[config.mk]
export PLATFORM = sky130hd
export DESIGN_NAME = sat_accumulator_flat
export DESIGN_NICKNAME = d
export VERILOG_FILES = /design/src/rtl/sat_accumulator_if.sv /design/src/rtl/sat_accumulator.sv /design/src/flat_wrapper.sv
export SDC_FILE = /design/constraint.sdc
export NUM_CORES = 1
export LEC_CHECK = 0
export CAP_MARGIN = 25
export CELL_PAD_IN_SITES_DETAIL_PLACEMENT = 1
export CELL_PAD_IN_SITES_GLOBAL_PLACEMENT = 1
export CORE_ASPECT_RATIO = 1.25
export CORE_MARGIN = 1
export CORE_UTILIZATION = 30
export DETAILED_ROUTE_END_ITERATION = 10
export GPL_TIMING_DRIVEN = 0
export PLACE_DENSITY = 0.66
export RECOVER_POWER = 25
export SYNTH_ARGS = -nofsm -noshare
export SYNTH_HDL_FRONTEND = slang
export SYNTH_SLANG_ARGS = --single-unit
export TNS_END_PERCENT = 100
[constraint.sdc]
create_clock -name clk -period 4.25 [get_ports clk]
set_input_delay 0.85 -clock clk [delete_from_list [all_inputs] [get_ports clk]]
set_output_delay 0.85 -clock clk [all_outputs]
set_load 0.005 [all_outputs]
[src/rtl/sat_accumulator_if.sv]
// ============================================================================
// Module      : sat_accumulator_if
// Description : Sample-in / frame-result-out valid/ready bundle.
// Revision    : 1.0
// ============================================================================
`default_nettype none

interface sat_accumulator_if #(
    parameter int WIDTH = 8,
    parameter int CNT_W = 8
);
    logic             in_valid;
    logic             in_ready;
    logic [WIDTH-1:0] in_data;
    logic             out_valid;
    logic             out_ready;
    logic [WIDTH-1:0] out_sum;
    logic             out_ovf;
    logic [CNT_W-1:0] out_ovf_cnt;

    modport master (
        output in_valid, in_data, out_ready,
        input  in_ready, out_valid, out_sum, out_ovf, out_ovf_cnt
    );

    modport slave (
        input  in_valid, in_data, out_ready,
        output in_ready, out_valid, out_sum, out_ovf, out_ovf_cnt
    );
endinterface

`default_nettype wire

[src/rtl/sat_accumulator.sv]
// ============================================================================
// Module      : sat_accumulator
// Description : Frame-based signed accumulator with overflow saturate/wrap,
//               sticky overflow flag and overflow event count per frame.
// Revision    : 1.0
// ============================================================================
`default_nettype none

module sat_accumulator #(
    parameter int WIDTH     = 8,
    parameter int FRAME_LEN = 4,
    parameter int SATURATE  = 1,
    parameter int CNT_W     = 8
) (
    input  logic                 clk,
    input  logic                 rst_n,
    input  logic                 clear,
    sat_accumulator_if.slave     bus
);

    localparam int                  c_SCNT_W   = $clog2(FRAME_LEN + 1);
    localparam logic [0:0]          c_ST_ACCUM = 1'b0;
    localparam logic [0:0]          c_ST_HOLD  = 1'b1;
    localparam logic [WIDTH-1:0]    c_MAX      = {1'b0, {(WIDTH-1){1'b1}}};
    localparam logic [WIDTH-1:0]    c_MIN      = {1'b1, {(WIDTH-1){1'b0}}};
    localparam logic [c_SCNT_W-1:0] c_LAST     = c_SCNT_W'(FRAME_LEN - 1);

    logic [0:0]          r_state;
    logic [WIDTH-1:0]    r_acc;
    logic [c_SCNT_W-1:0] r_scnt;
    logic                r_ovf;
    logic [CNT_W-1:0]    r_ovf_cnt;
    logic [WIDTH-1:0]    r_out_sum;
    logic                r_out_ovf;
    logic [CNT_W-1:0]    r_out_ovf_cnt;

    logic [WIDTH-1:0]    w_sum;
    logic                w_ovf;
    logic [WIDTH-1:0]    w_acc_nxt;
    logic                w_flag_nxt;
    logic [CNT_W-1:0]    w_cnt_nxt;

    always_comb begin
        w_sum      = r_acc + bus.in_data;
        w_ovf      = (r_acc[WIDTH-1] == bus.in_data[WIDTH-1]) &&
                     (w_sum[WIDTH-1] != r_acc[WIDTH-1]);
        w_acc_nxt  = w_sum;
        if (w_ovf && (SATURATE != 0)) begin
            w_acc_nxt = r_acc[WIDTH-1] ? c_MIN : c_MAX;
        end
        w_flag_nxt = r_ovf | w_ovf;
        // Event counter sticks at all-ones instead of wrapping
        w_cnt_nxt  = r_ovf_cnt;
        if (w_ovf && (r_ovf_cnt != {CNT_W{1'b1}})) begin
            w_cnt_nxt = r_ovf_cnt + 1'b1;
        end
    end

    always_ff @(posedge clk) begin
        if (!rst_n) begin
            r_state       <= c_ST_ACCUM;
            r_acc         <= '0;
            r_scnt        <= '0;
            r_ovf         <= 1'b0;
            r_ovf_cnt     <= '0;
            r_out_sum     <= '0;
            r_out_ovf     <= 1'b0;
            r_out_ovf_cnt <= '0;
        end else if (clear) begin
            r_state   <= c_ST_ACCUM;
            r_acc     <= '0;
            r_scnt    <= '0;
            r_ovf     <= 1'b0;
            r_ovf_cnt <= '0;
        end else if (r_state == c_ST_HOLD) begin
            if (bus.out_ready) begin
                r_state   <= c_ST_ACCUM;
                r_acc     <= '0;
                r_scnt    <= '0;
                r_ovf     <= 1'b0;
                r_ovf_cnt <= '0;
            end
        end else if (bus.in_valid) begin
            r_acc     <= w_acc_nxt;
            r_ovf     <= w_flag_nxt;
            r_ovf_cnt <= w_cnt_nxt;
            if (r_scnt == c_LAST) begin
                r_scnt        <= '0;
                r_state       <= c_ST_HOLD;
                r_out_sum     <= w_acc_nxt;
                r_out_ovf     <= w_flag_nxt;
                r_out_ovf_cnt <= w_cnt_nxt;
            end else begin
                r_scnt <= r_scnt + 1'b1;
            end
        end
    end

    assign bus.in_ready    = (r_state == c_ST_ACCUM);
    assign bus.out_valid   = (r_state == c_ST_HOLD);
    assign bus.out_sum     = r_out_sum;
    assign bus.out_ovf     = r_out_ovf;
    assign bus.out_ovf_cnt = r_out_ovf_cnt;

endmodule

`default_nettype wire

[src/flat_wrapper.sv]
// flat-port wrapper written by rule: the top's interface ports become plain ports
module sat_accumulator_flat 
#(
    parameter int WIDTH     = 8,
    parameter int FRAME_LEN = 4,
    parameter int SATURATE  = 1,
    parameter int CNT_W     = 8
)
  (clk, rst_n, clear, bus_in_valid, bus_in_data, bus_out_ready, bus_in_ready, bus_out_valid, bus_out_sum, bus_out_ovf, bus_out_ovf_cnt);
  sat_accumulator_if #(.WIDTH(WIDTH), .CNT_W(CNT_W)) bus_i ();
  input  logic clk;
  input  logic rst_n;
  input  logic clear;
  input wire logic [$bits(bus_i.in_valid)-1:0] bus_in_valid;
  input wire logic [$bits(bus_i.in_data)-1:0] bus_in_data;
  input wire logic [$bits(bus_i.out_ready)-1:0] bus_out_ready;
  output wire logic [$bits(bus_i.in_ready)-1:0] bus_in_ready;
  output wire logic [$bits(bus_i.out_valid)-1:0] bus_out_valid;
  output wire logic [$bits(bus_i.out_sum)-1:0] bus_out_sum;
  output wire logic [$bits(bus_i.out_ovf)-1:0] bus_out_ovf;
  output wire logic [$bits(bus_i.out_ovf_cnt)-1:0] bus_out_ovf_cnt;
  assign bus_i.in_valid = bus_in_valid;
  assign bus_i.in_data = bus_in_data;
  assign bus_i.out_ready = bus_out_ready;
  assign bus_in_ready = bus_i.in_ready;
  assign bus_out_valid = bus_i.out_valid;
  assign bus_out_sum = bus_i.out_sum;
  assign bus_out_ovf = bus_i.out_ovf;
  assign bus_out_ovf_cnt = bus_i.out_ovf_cnt;
  sat_accumulator #(.WIDTH(WIDTH), .FRAME_LEN(FRAME_LEN), .SATURATE(SATURATE), .CNT_W(CNT_W)) u_core (.clk(clk), .rst_n(rst_n), .clear(clear), .bus(bus_i));
endmodule
==> results of run 1 <==
[area by class of cell]
type                            instances  area, um2
Buffer                                  8       30.0
Clock buffer                            6       82.6
Clock inverter                          1       30.0
Fill cell                             785       4030
Inverter                               10       37.5
Multi-Input combinational cell        183       1260
Sequential cell                        38        761
Tap cell                               87        109
Timing Repair Buffer                   31        310
[worst register-to-register path, delay by kind of cell (launching register included)]
kind | cells | cell delay, ns
simple gates | 1 | 0.19
compound gates | 4 | 0.69
xor+xnor | 1 | 0.35
flops | 1 | 0.32
fa+ha+maj | 2 | 0.67
[registers in the layout, summed over array words and instances, names as in the netlist]
| name | count |
|---|---|
| u_core.bus.out_ovf_cnt | 8 |
| u_core.bus.out_sum | 8 |
| u_core.r_acc | 8 |
| u_core.r_ovf_cnt | 8 |
| u_core.r_scnt | 3 |
| u_core.bus.out_ovf | 1 |
| u_core.bus.out_valid | 1 |
| u_core.r_ovf | 1 |
[cell families (layout without fill, tap and decap cells)]
family / Yosys count / in the layout / synth area share, %
AOI/OAI and AO/OA: 104 / 104 / 34.4
adders and majority gates: 10 / 10 / 6.36
xor gates and xnor gates: 10 / 10 / 4.20
and+or+nand+nor: 57 / 57 / 14.3
buffers and inverters: 18 / 56 / 3.24
muxes: 2 / 2 / 1.02
DFF: 38 / 38 / 36.5
[placed cells by master, fill, tap and decap left out, drive strengths merged, types with 4 or more instances in the layout]
master         synthesis  layout
a21o                   4       4
a21oi                 36      36
a31oi                  9       9
and2                   6       6
clkbuf                 8      14
clkdlybuf4s50          0      17
dfxtp                 38      38
dlygate4sd3            0      14
ha                     9       9
inv                   10      10
nand2                 19      19
nand2b                 4       4
nand3                  6       6
nor2                  13      13
o211ai                 5       5
o21ai                 20      20
o22ai                  4       4
xnor2                  7       7
[cells in the mapped netlist (2+ instances only)]
| cell type | number |
|---|---|
| nand3_1 | 5 |
| o32ai_1 | 2 |
| a32oi_1 | 2 |
| o211a_1 | 2 |
| a31o_2 | 2 |
| o22ai_1 | 4 |
| nand2_1 | 19 |
| ha_1 | 9 |
| a21o_1 | 4 |
| and2_1 | 6 |
| o211ai_1 | 3 |
| clkbuf_1 | 8 |
| nand4_1 | 2 |
| a21oi_1 | 33 |
| inv_1 | 10 |
| o211ai_2 | 2 |
| xor2_1 | 3 |
| dfxtp_1 | 38 |
| a31oi_1 | 9 |
| nor2b_1 | 3 |
| a21oi_2 | 3 |
| a22oi_1 | 3 |
| nand2b_1 | 4 |
| xnor2_1 | 7 |
| a211oi_2 | 2 |
| nor2_1 | 13 |
| o21ai_0 | 20 |
[worst max-delay path by stage]
| stage | from | endpoint | slack, ns |
|---|---|---|---|
| floorplan | bus_in_data[0] | u_core.r_acc[6] | 1.64 |
| global placement | bus_in_data[1] | u_core.r_ovf_cnt[0] | 0.99 |
| detailed placement | bus_in_data[1] | u_core.r_ovf_cnt[0] | 0.92 |
| CTS | bus_in_data[1] | u_core.r_ovf_cnt[0] | 1.24 |
| global route | bus_in_data[1] | u_core.r_ovf_cnt[0] | 1.13 |
| finish | bus_in_data[1] | u_core.r_ovf_cnt[0] | 1.26 |
[metal layers]
metal | track usage, % | wire length, um
met1 | 18.6 | 2470
met2 | 33.8 | 3130
met3 | 2.87 | 149
met4 | 8.01 | 173
met5 | 0 | 0
[through the flow]
stage | util, % | power [mW] | instances | area [um2]
detailed placement | 37.7 | 0.484 | 357 | 2500
CTS | 39.4 | 0.804 | 364 | 2620
global route | 39.4 | 0.829 | 364 | 2620
global placement | 37.7 | 0.482 | 357 | 2500
finish | 39.4 | 0.793 | 364 | 2620
floorplan | - | 0.447 | 239 | 2090
[power by group]
| group | internal (mW) | total, mW | leakage, nW | switching, mW |
|---|---|---|---|---|
| sequential | 0.361 | 0.364 | 0.307 | 0.00356 |
| clock | 0.188 | 0.318 | 0.0573 | 0.130 |
| combinational | 0.0436 | 0.110 | 0.604 | 0.0665 |
| total | 0.592 | 0.793 | 0.969 | 0.200 |
==> metrics.yaml, run 1 <==
outcome:
  outcome: "complete, no violations"
sta:
  finalCritPeriodShare_pct: 70.3
  setup_violations: 0
  rsz0062_at_grt: "no"
  timing_hold_violations_final: 0
  tightestPinTransition_ns: 0.773
  hold_ws_ns: 0.458
  slew_headroom_pct: 48.5
  fin_skew_ns: 0.00689
  worst_slack_ns: 1.26
  max_freq_mhz: 335
  fin_crit_ns: 2.99
  slew_violations: 0
  timing.setup.tns_ns: 0
setup_path:
  path_depth: 8
  r2r-end: "u_core.r_acc[6]"
  path_buf_inv: 1
  r2r_slack_ns: 1.94
  cp-end-kind: "register"
  worst-setup-path-type: "primary input to register"
  crit_path_top_delay_cell: "clkdlybuf4s50_1"
  path_cells: "clkdlybuf4s50_1 > ha_1 > a211oi_2 > o21a_2 > o2111ai_4 > a21oi_1 > o21ai_0 > mux2_2"
  path_delay_family: "compound AO/OA/AOI/OAI gates"
  crit_arrival_ns: 3.18
  reg2regPathDepth: 8
  slowest_delay_ns: 0.45
  r2r-start: "u_core.r_acc[0]"
  path_max_fanout: 6
  start_kind: "primary input"
  crit_required_ns: 4.44
placed_design:
  dpl_worst_slack_ns: 0.922
  place.gp.congestion: 0.764
  numPortBuffers: 31
  dp_hpwl_mm: 4.43
drt:
  finalWirelength_mm: 5.92
  vias: 1955
  drt-initial-drc-count: 40
  vias_per_cell: 5.37
  first_pass_iters: 4
  final_antenna_net_count: 0
  wl_per_cell_um: 16.3
  drc: 0
clocking:
  cts_root_buffer: "clkbuf_8"
  holdBufCountCts: 0
  cts_tree: "built"
  htree_levels: 2
  cts.path.max_buffers: 2
  clock-sinks: 38
  insertion_delay_ns: 0.29
  clk_pin_slew_ns: 0.08
  cts_buffers: 5
  post_cts.repair.setup_buffers: 0
  cts_repair_resize_count: 0
floorplan:
  coreArea_um2: 6650
  dieArea_um2: 7290
  dieHeight_um: 95.2
  placementRows: 33
  start_util_pct: 31.4
  die_w_um: 76.6
  ios: 32
power_and_ir_drop:
  vdd_drop_max_mv: 0.147
  leakagePower_nw: 0.969
  p_per_area_nw_per_um2: 303
grt:
  grt_overflow: 0
  first_global_vias: 2050
  grt_first_pass_wirelength_mm: 9.78
  track_usage_pct: 17.5
  grt_max_degree: 12
  antenna_found_initial: 0
synth:
  synth_top_area_share_pct: 36.5
  synth_cells: 239
  synth-seq-cells: 38
  synth_seq_area_share_pct: 36.5
  ys.flop_type: "dfxtp_1"
  syn-cell-area_um2: 2090
  yosysTopAreaCell: "dfxtp_1"
  netlist_top_cells_area: "dfxtp_1 36%, a21oi_1 7.9%, ha_1 5.4%"
  synth_edf_count: 0
  async_reset_ff_share_pct: 0
  yosysUniqueCellTypes: 48
  ys_warn_count: 0
  syn_nets: 262
  synth.avg_cell_area_um2: 8.73
cells_and_area:
  drive_gt1_share_pct: 7.94
  nets: 300
  antenna_cells: 0
  syn_to_final_growth_pct: 25.5
min_path:
  holdPathEnd: "u_core.r_scnt[2]"
  hold_path.startpoint: "u_core.r_scnt[2]"
  hold_depth: 2
  hold_class: "register to register"
flow_run:
  maxCapViolations: 0
Note: power is estimated with default switching activity, not from simulation.
==> inputs of run 2 (changes only) <==
==> constraint.sdc (replaced) <==
create_clock -name clk -period 2.8 [get_ports clk]
set_input_delay 0.56 -clock clk [delete_from_list [all_inputs] [get_ports clk]]
set_output_delay 0.56 -clock clk [all_outputs]
set_load 0.005 [all_outputs]
==> run 2 against run 1 <==
  * Sequential cell count did not move
  * Wire length about the same
  * Core utilization up 0.056 points
  * Largest power group unchanged
==> metrics.yaml, run 2 (synthesized netlist as in run 1, its figures left out) <==
drt:
  drt-initial-drc-count: 40
  vias: 1954
  finalWirelength_mm: 5.92
  vias_per_cell: 5.37
  drc: 0
  first_pass_iters: 4
  final_antenna_net_count: 0
  wl_per_cell_um: 16.3
placed_design:
  dp_hpwl_mm: 4.43
  dpl_worst_slack_ns: -0.238
  numPortBuffers: 31
  place_area_um2: 2500
  placed_cells: 357
  place.gp.congestion: 0.764
grt:
  antenna_found_initial: 0
  track_usage_pct: 17.5
  grt_max_degree: 12
  grt_first_pass_wirelength_mm: 9.78
  first_global_vias: 2050
  grt_overflow: 0
floorplan:
  die_w_um: 76.6
  dieHeight_um: 95.2
  coreArea_um2: 6650
  ios: 32
  dieArea_um2: 7290
  start_util_pct: 31.4
  placementRows: 33
flow_run:
  maxCapViolations: 0
clocking:
  clock-sinks: 38
  htree_levels: 2
  cts_tree: "built"
  cts_buffers: 5
  insertion_delay_ns: 0.29
  cts_root_buffer: "clkbuf_8"
  clk_pin_slew_ns: 0.08
  cts.path.max_buffers: 2
  post_cts.repair.setup_buffers: 0
power_and_ir_drop:
  swShare_pct: 25.3
  power.total_mw: 1.20
  switchingPower_uw: 304
  p_clk_share_pct: 40.1
  p_seq_share_pct: 46.0
  p_int_uw: 899
  leakagePower_nw: 0.969
  p_per_area_nw_per_um2: 459
  vdd_drop_max_mv: 0.222
  pwr-share-comb_pct: 13.9
cells_and_area:
  nets: 300
  final_common_cell: "dfxtp_1"
  design_area_um2: 2620
  drive_gt1_share_pct: 8.30
  final_util_pct: 39.4
  nFillCells: 786
  multi_input_area_um2: 1260
  final_cells: 364
  regArea_um2: 761
  final_cell_mix: "38 x dfxtp_1, 32 x a21oi_1, 20 x o21ai_0"
  syn_to_final_growth_pct: 25.7
  antenna_cells: 0
sta:
  max_freq_mhz: 372
  hold_ws_ns: 0.458
  setup_violations: 0
  tightestPinTransition_ns: 0.773
  worst_slack_ns: 0.110
  finalCritPeriodShare_pct: 96.1
  timing_hold_violations_final: 0
  slew_violations: 0
  fin_skew_ns: 0.00691
  fin_crit_ns: 2.69
  timing.setup.tns_ns: 0
  rsz0062_at_grt: "no"
  slew_headroom_pct: 48.5
setup_path:
  worst-setup-path-type: "primary input to register"
  crit_arrival_ns: 2.88
  cp-end-kind: "register"
  slowest_delay_ns: 0.44
  path_max_fanout: 4
  crit_end: "u_core.r_acc[6]"
  r2r-end: "u_core.r_acc[6]"
  reg2regPathDepth: 8
  path_cells: "clkdlybuf4s50_1 > ha_1 > fa_1 > a211oi_1 > o21bai_1 > a21oi_1 > xor2_1 > a31oi_1 > and3_1"
  r2r-start: "u_core.r_acc[0]"
  crit_start: "bus_in_data[0]"
  r2r_slack_ns: 0.49
  start_kind: "primary input"
  crit_required_ns: 2.99
  crit_path_top_delay_cell: "fa_1"
outcome:
  outcome: "complete, no violations"
min_path:
  hold_depth: 2
  hold_class: "register to register"
[run 2: what timing repair did]
item,4_1_cts,5_1_grt
endpoints found under the setup margin,0,1
hold buffers,0,0
resized for setup,0,1
[run 2: per-layer routing]
| metal | part of all wire, % | GRT usage (%) |
|---|---|---|
| met1 | 42 | 18.6 |
| met2 | 53 | 33.8 |
| met3 | 2.5 | 2.87 |
| met4 | 2.9 | 8.01 |
| met5 | 0 | 0 |
[run 2: how the worst min path moves through the flow]
stage / slack, ns / startpoint / to
2_1_floorplan: 0.42 / u_core.r_scnt[2] / u_core.r_scnt[2]
3_3_place_gp: 0.43 / u_core.r_scnt[2] / u_core.r_scnt[2]
3_5_place_dp: 0.44 / u_core.r_scnt[2] / u_core.r_scnt[2]
4_1_cts: 0.45 / u_core.r_scnt[2] / u_core.r_scnt[2]
5_1_grt: 0.50 / u_core.bus.out_sum[5] / u_core.bus.out_sum[5]
6_report: 0.46 / u_core.r_scnt[2] / u_core.r_scnt[2]
[run 2: layout make-up]
type | count | share of cell area, %
sequential | 38 | 29.0
timing repair buffer | 31 | 11.8
clock inverter | 1 | 1.15
tap | 87 | 4.15
inverter | 10 | 1.43
buffer | 8 | 1.15
clock buffer | 6 | 3.15
multi-input combinational | 183 | 48.1
[run 2: critical path: cells and delay by family]
family | cells | cell delay (ns)
adders and majority gates | 2 | 0.69
and+or+nand+nor | 1 | 0.19
buffers and inverters | 1 | 0.40
AOI/OAI and AO/OA | 4 | 0.68
xor gates and xnor gates | 1 | 0.35
[run 2: power groups by stage]
stage	registers (mW)	logic, mW	clock network (mW)
2_1_floorplan	0.564	0.114	0
3_3_place_gp	0.566	0.166	0
3_5_place_dp	0.566	0.169	0
4_1_cts	0.553	0.170	0.497
5_1_grt	0.554	0.188	0.517
6_report	0.553	0.167	0.483
==> inputs of run 3 (changes only) <==
--- a/config.mk
+++ b/config.mk
@@ -9,7 +9,7 @@
 export CELL_PAD_IN_SITES_DETAIL_PLACEMENT = 1
 export CELL_PAD_IN_SITES_GLOBAL_PLACEMENT = 1
 export CORE_ASPECT_RATIO = 1.25
-export CORE_MARGIN = 1
+export CORE_MARGIN = 2
 export CORE_UTILIZATION = 30
 export DETAILED_ROUTE_END_ITERATION = 10
 export GPL_TIMING_DRIVEN = 0
==> run 3 against run 2 <==
  * Register-to-register slack better by 0.08 ns
  * Combinational power is 2% higher
  * Cell count is 1.1% higher
  * Die area is 4.8% higher
  * Critical path depth stayed put
  * Critical endpoint is now u_core.bus.out_sum[6]
  * Largest cell class unchanged
  * Largest power group unchanged
==> metrics.yaml, run 3 (synthesized netlist as in run 1, its figures left out) <==
placed_design:
  placed_cells: 360
  dp_hpwl_mm: 4.44
  place.gp.congestion: 0.740
  numPortBuffers: 31
  place_area_um2: 2510
power_and_ir_drop:
  leakagePower_nw: 0.962
  vdd_drop_max_mv: 0.253
  p_per_area_nw_per_um2: 434
floorplan:
  die_w_um: 78.6
  coreArea_um2: 6850
  placementRows: 34
  dieHeight_um: 97.2
  dieArea_um2: 7640
  ios: 32
  start_util_pct: 30.5
setup_path:
  start_kind: "primary input"
  worst-setup-path-type: "primary input to register"
  crit_path_top_delay_cell: "fa_1"
  path_max_fanout: 4
  r2r-end: "u_core.bus.out_sum[6]"
  crit_arrival_ns: 2.79
  crit_required_ns: 2.99
  cp-end-kind: "register"
  slowest_delay_ns: 0.45
  reg2regPathDepth: 8
  r2r_slack_ns: 0.57
  path_cells: "clkdlybuf4s50_1 > ha_1 > fa_1 > a211oi_2 > o21bai_1 > a21oi_2 > xor2_2 > o211ai_1 > o2111a_1"
  r2r-start: "u_core.r_acc[0]"
min_path:
  hold_depth: 2
  hold_class: "register to register"
  holdPathEnd: "u_core.r_scnt[2]"
  hold_path.startpoint: "u_core.r_scnt[2]"
cells_and_area:
  regArea_um2: 761
  drive_gt1_share_pct: 9.71
  syn_to_final_growth_pct: 25.8
  antenna_cells: 0
  multi_input_area_um2: 1280
  final_cells: 368
  design_area_um2: 2620
  nFillCells: 832
  final_util_pct: 38.3
  final_cell_mix: "38 x dfxtp_1, 31 x a21oi_1, 20 x o21ai_0"
  final_common_cell: "dfxtp_1"
  nets: 300
clocking:
  insertion_delay_ns: 0.30
  post_cts.repair.setup_buffers: 0
  cts_root_buffer: "clkbuf_8"
  htree_levels: 2
  clk_pin_slew_ns: 0.09
  cts_buffers: 5
  cts_tree: "built"
  clock-sinks: 38
  cts.path.max_buffers: 2
drt:
  final_antenna_net_count: 0
  first_pass_iters: 4
  finalWirelength_mm: 5.88
  vias_per_cell: 5.30
  vias: 1951
  drt-initial-drc-count: 51
  drc: 0
  wl_per_cell_um: 16.0
sta:
  tightestPinTransition_ns: 0.772
  slew_headroom_pct: 48.5
  hold_ws_ns: 0.460
  setup_violations: 0
  fin_skew_ns: 0.0160
  finalCritPeriodShare_pct: 92.9
  timing.setup.tns_ns: 0
  timing_hold_violations_final: 0
  fin_crit_ns: 2.60
  max_freq_mhz: 384
  rsz0062_at_grt: "no"
  slew_violations: 0
grt:
  first_global_vias: 2000
  track_usage_pct: 16.2
  grt_first_pass_wirelength_mm: 9.92
  grt_max_degree: 13
  grt_overflow: 0
  antenna_found_initial: 0
flow_run:
  maxCapViolations: 0
outcome:
  outcome: "complete, no violations"
run 3: cell types whose count changed in the layout (fill, tap and decap cells not counted), sizes merged:
cell	change
clkinvlp	+1
bufinv	-1
clkinv	+1
run 3: through the flow:
stage               worst slack [ns]  power [mW]
finish                         0.199        1.14
global route                  0.0779        1.19
CTS                           0.0387        1.15
detailed placement            -0.257       0.733
global placement              -0.206       0.731
floorplan                      0.478       0.678
run 3: power breakdown:
part / switching [mW] / internal (mW) / leakage, nW
registers: 0.00557 / 0.548 / 0.307
logic: 0.103 / 0.0679 / 0.608
clock network: 0.216 / 0.198 / 0.0472
total: 0.324 / 0.814 / 0.962
run 3: area by class of cell:
class	instances	area share [%]
plain buffers	8	1.14
multi-input cells	183	48.7
flip-flops and latches	38	29.0
clock buffers	6	3.15
inverters	10	1.43
clock inverters	2	0.477
repair buffers	31	11.8
well taps	90	4.29
run 3: how the worst max path moves through the flow:
stage / startpoint / to / slack (ns) / depth (start not counted)
4_1_cts: bus_in_data[0] / u_core.bus.out_sum[6] / 0.04 / 9
3_3_place_gp: bus_in_data[0] / u_core.bus.out_sum[6] / -0.21 / 9
5_1_grt: bus_in_data[2] / u_core.r_ovf_cnt[6] / 0.08 / 8
6_report: bus_in_data[0] / u_core.bus.out_sum[6] / 0.20 / 9
3_5_place_dp: bus_in_data[0] / u_core.r_acc[6] / -0.26 / 9
2_1_floorplan: bus_in_data[0] / u_core.r_acc[6] / 0.48 / 8
run 3: what timing repair did:
item / in CTS / in global routing
hold buffers: 0 / 0
endpoints found under the setup margin: 0 / 3
gates resized for setup: 0 / 4
run 3: critical path, delay by kind of cell:
family,cells,cell delay [ns]
fa+ha+maj,2,0.70
compound gates,5,0.87
buf+inv,1,0.41
xor+xnor,1,0.25
run 3: routing by layer:
layer	track usage (%)	wire length [um]	up-vias
met3	2.88	141	8
met5	0	0	-
li1	-	-	961
met1	19.6	2580	957
met4	4.59	103	0
met2	28.9	3060	25
